`config.mk`:
```
export PLATFORM = sky130hd
export DESIGN_NAME = w_input_conditioner
export DESIGN_NICKNAME = d
export VERILOG_FILES = /design/src/rtl/w_input_conditioner.sv
export SDC_FILE = /design/constraint.sdc
export NUM_CORES = 1
export LEC_CHECK = 0
export ABC_AREA = 1
export CAP_MARGIN = 10
export CORE_MARGIN = 2
export CORE_UTILIZATION = 30
export DETAILED_ROUTE_END_ITERATION = 6
export SLEW_MARGIN = 20
export SYNTH_ARGS = -nofsm -noshare
export SYNTH_HDL_FRONTEND = slang
export SYNTH_SLANG_ARGS = --single-unit
```
`constraint.sdc`:
```
create_clock -name sys_clock -period 1.5 [get_ports sys_clock]
set_clock_uncertainty 0.1 [all_clocks]
set_input_delay 0.45 -clock sys_clock [delete_from_list [all_inputs] [get_ports sys_clock]]
set_output_delay 0.45 -clock sys_clock [all_outputs]
set_load 0.02 [all_outputs]
```
`src/rtl/w_input_conditioner.sv`:
```
// Synchroniser + debouncer for the raw W switch level feeding the sequence detector.
// Produces a clean level plus registered one-cycle rise/fall strobes and a busy flag.
module w_input_conditioner #(
  parameter int SYNC_STAGES     = 2,
  parameter int DEBOUNCE_CYCLES = 16
) (
  input  logic sys_clock,
  input  logic sys_reset,
  input  logic raw_in,
  output logic w_out,
  output logic w_rise,
  output logic w_fall,
  output logic busy
);

  localparam int              CNT_W    = $clog2(DEBOUNCE_CYCLES + 1);
  localparam logic [CNT_W-1:0] CNT_LAST = CNT_W'(DEBOUNCE_CYCLES - 1);

  logic [SYNC_STAGES-1:0] r_sync;
  logic [CNT_W-1:0]       r_cnt;
  logic                   r_w_out;
  logic                   r_w_rise;
  logic                   r_w_fall;
  logic                   r_busy;

  logic                   w_s;
  logic                   w_mismatch;
  logic                   w_commit;
  logic [CNT_W-1:0]       w_cnt_next;

  assign w_s        = r_sync[SYNC_STAGES-1];
  assign w_mismatch = (w_s != r_w_out);
  assign w_commit   = w_mismatch && (r_cnt == CNT_LAST);

  // Count resets on any agreement cycle, so a single-cycle glitch restarts the window.
  always_comb begin
    w_cnt_next = '0;
    if (w_mismatch && !w_commit) begin
      w_cnt_next = r_cnt + CNT_W'(1);
    end
  end

  always_ff @(posedge sys_clock or negedge sys_reset) begin
    if (!sys_reset) begin
      r_sync <= '0;
    end else begin
      r_sync <= {r_sync[SYNC_STAGES-2:0], raw_in};
    end
  end

  always_ff @(posedge sys_clock or negedge sys_reset) begin
    if (!sys_reset) begin
      r_cnt    <= '0;
      r_w_out  <= 1'b0;
      r_w_rise <= 1'b0;
      r_w_fall <= 1'b0;
      r_busy   <= 1'b0;
    end else begin
      r_cnt    <= w_cnt_next;
      r_busy   <= (w_cnt_next != '0);
      r_w_rise <= w_commit & w_s;
      r_w_fall <= w_commit & ~w_s;
      if (w_commit) begin
        r_w_out <= w_s;
      end
    end
  end

  assign w_out  = r_w_out;
  assign w_rise = r_w_rise;
  assign w_fall = r_w_fall;
  assign busy   = r_busy;

endmodule

```
# After elaboration in Yosys (flattened, before gate mapping)
# Index checks and enable logic that the tools add are counted.
# op_classes
bitwise	3
mux	1
n_reduce_logical	4
n_eq_ne	2
n_addsub	1
# op_table
operator	count
$add 5x1->5 const B	1
$eq 5x4->1 const B	1
$mux 5	1
$reduce_bool 5->1	1
$and 1x1->1	2
$logic_and 1x1->1	2
$logic_not 1->1	1
$ne 1x1->1	1
$not 1->1	1
# word_totals
register_bits	11
inputBits	3
elab_cells	17
out_inout_bits	4

# Logic depth before layout (Yosys ltp)
# logic_depth
word_depth	6
mapped_depth	7
ltp_nobuf	7

# Worst setup path after synthesis
# No wires, ideal clock.
# synth_path
path_type	register to register
startpoint	reg r_cnt[0]
endpoint	reg r_busy, in the netlist busy
path_buffers	0
required_time_ns	1.273
arrival_time_ns	1.245
stages_incl_launch_ff	8
period_less_slack_ns	1.472
setup_time_ns	0.127
setup_slack_ns	0.028
cell_sequence	dfrtp_1 > ha_1 > nand2_1 > nor2_1 > ha_1 > inv_1 > o21ai_1 > nand3_1
# synth_via
elab_chain_len	6
word_cells_on_any_way	7
cone_classes	add/sub (1); eq/ne (1); mux (1); reduce/logical (4)
# synth_rtl
element	line	rtl
from (decl)	20	logic [CNT_W-1:0] r_cnt;
from (signal assigned)	59	r_cnt <= w_cnt_next;
branches (longest 4 deep; another with $add 5x1->5)	n/a	
$mux 5 *	38	if (w_mismatch && !w_commit) begin
$reduce_bool 5->1 *	60	r_busy <= (w_cnt_next != '0);
to (signal assigned)	60	
to (decl)	24	logic r_busy;
# Every way passes the cells marked *.
# A chain may end at the register's enable or synchronous reset.

# Worst setup path after layout
# layout_path
startpoint	reg r_w_fall, in the netlist w_fall
endpoint	out w_fall
# layout_lines
element	line	rtl
from (decl)	23	logic r_w_fall;
from (signal assigned)	62	r_w_fall <= w_commit & ~w_s;
to (decl)	12	output logic w_fall,
# No word-level cell between the ends.

==> results.toml <==
[die]
design.portCount = 7
die-height_um = 43.92
die_w_um = 43.92
design.die.area_sq_um = 1929
initial_core_util_pct = 31.73
rows = 14
core_sq_um = 1506

[synth]
syn-cell-area_sq_um = 478.0
ys.flop_type = "dfrtp_1"
syn-num-nets = 55
yosysWarnings = 0
async_reset_ff_share_pct = 100.0
seq_area_frac_synth_pct = 57.59
syn-mean-instance-area_sq_um = 9.559
syn_inst = 50
synth_edf_count = 0
synth_cell_type_count = 16
ys_ff_latch = 11

[worst_setup_path]
path_delay_family = "flip-flops"
reg2reg_from = "r_cnt[1]"
worst_setup_path_start_kind = "flop"
r2r_cells = 7
path_cells = "clkdlybuf4s15_1"
path_buf_inv = 1
r2r_slack_ns = 0.09
cpMaxStageDelayCell = "dfrtp_1"
crit_path_max_incr_delay_ns = 0.36
required_ns = 0.95
rr_endpoint = "busy"
endpoint_kind = "output port"
path_class = "reg2out"
worstPathArrival_ns = 0.90
cp_max_fo = 1

[status]
status = "completed"

[cells_and_area]
fin_cells = 86
antenna_cells = 0
areaGrowthSynthToFinish_pct = 40.05
nets = 76
drive_gt1_share_pct = 40.00
fin_util_pct = 44.44
multi_input_area_sq_um = 181.4
ff_latch_area_sq_um = 275.3
fillers = 150

[clock_tree]
root_buffer = "clkbuf_4"
insertion_delay_ns = 0.27
clk_pin_slew_ns = 0.07
hold_buffers = 0
cts_buffers = 3
h-tree-depth = 1
clk_path_buf_depth = 2
cts_tree = "done"
cts.sinks = 11

[detailed_routing]
drt_iter0_markers = 1
post_drt_wl_per_cell_um = 9.674
drt_pre_antenna_iters = 4
route.detailed.drc = 0
vias_per_cell = 4.326
routed_wl_um = 832
vias = 372
ant_nets = 0

[sta]
period_share_pct = 96.95
tns_ns = 0
whs_ns = 0.2472
max_slew_margin_pct = 86.38
setup_viol = 0
slew_viol_final = 0
rsz0062_at_grt = "no"
tightest_slew_ns = 0.2051
fmax_mhz = 687.7
hold_viol = 0
min_period_ns = 1.454

[pwr]
finalPower_mw = 0.5860
leakagePower_nw = 0.3403
p_per_area_nw_per_um2 = 875.4
ir_drop_v = 0.0006555

[global_route]
antenna_found_initial = 0
grt_pass1_wl_um = 1235
grt_max_degree = 12
grt_pass1_vias = 301
track_usage_pct = 9.880
grt-ovfl-total = 0

[place]
placedCellCount = 77
place.gp.congestion = 0.8125
place_hpwl_um = 540.1
port_buffers = 6

[min_path]
min_path_type = "reg2reg"
min_to = "r_sync[1]"
holdPathStages = 0
holdCritStartpoint = "r_sync[0]"

[job]
cap_viol_max_count = 0
[logic make-up (layout without fill, tap and decap cells)]
family / after synthesis / in the layout / synth area share [%]
adder cells (fa/ha/maj): 2 / 2 / 5.235
AO/OA/AOI/OAI: 3 / 3 / 3.663
buffers and inverters: 11 / 31 / 8.639
flip-flops: 11 / 11 / 57.59
AND/OR/NAND/NOR: 23 / 23 / 24.87
[registers in the layout (all words and copies together), names as in the netlist]
register / flops
busy: 1
r_cnt: 5
w_fall: 1
w_out: 1
w_rise: 1
r_sync: 2
[placed cells by master, fill, tap and decap left out, drive strengths merged]
cell type,synthesis,layout
nor3,1,1
ha,2,2
clkinv,1,1
nor2,9,9
clkdlybuf4s15,0,2
inv,10,10
buf,0,10
o211ai,1,1
clkbuf,0,6
o21ai,2,2
nand3,3,3
clkdlybuf4s50,0,2
nand2,9,9
dfrtp,11,11
nand4,1,1
[routing by layer]
layer,vias to the layer above,global-route usage (%),part of all wire (%)
li1,196,-,-
met2,10,12.65,46
met4,0,5.455,2.3
met3,2,7.917,7.6
met5,-,0,0
met1,164,11.46,44
[cells in the mapped netlist (2+ instances only)]
library cell	number	share of area [%]
inv_1	8	6.3
inv_2	2	1.6
nand2_2	2	2.6
nor2_1	5	3.9
dfrtp_1	11	58
nor2_2	3	3.9
nand2_1	7	5.5
nand3_1	3	3.1
ha_1	2	5.2
[power breakdown]
group / leakage (nW) / switching [mW] / internal (mW) / total (mW)
combinational: 0.181 / 0.0361 / 0.0362 / 0.0723
clock: 0.0150 / 0.0942 / 0.103 / 0.197
sequential: 0.144 / 0.00792 / 0.309 / 0.317
[what timing repair did]
item                                    in CTS  in global routing
gates resized for setup                      6                  9
buffers inserted                             0                  5
endpoints found under the setup margin       4                 12
pin swaps                                    0                  4
[how the worst max path moves through the flow]
stage | startpoint | to | slack, ns | depth (start not counted)
floorplan | r_cnt[0] | busy | 0.03 | 7
global placement | r_cnt[1] | busy | 0.02 | 7
detailed placement | w_out | w_out | 0.02 | 1
CTS | w_fall | w_fall | 0.0006 | 1
global route | r_cnt[1] | busy | 0.002 | 7
finish | w_fall | w_fall | 0.05 | 1
[through the flow]
step	setup WS [ns]	cell area, sq um
2_1_floorplan	0.02807	478.0
3_3_place_gp	0.02493	595.6
3_5_place_dp	0.01757	595.6
4_1_cts	0.0006330	619.3
5_1_grt	0.001856	669.4
6_report	0.04581	669.4
[cell type report]
class / instances / share of cell area [%]
sequential: 11 / 41.12
multi-input combinational: 28 / 27.10
clock buffer: 4 / 3.925
inverter: 11 / 6.168
tap: 16 / 2.991
timing repair buffer: 16 / 18.69
Power figures use the tool's default switching activity.
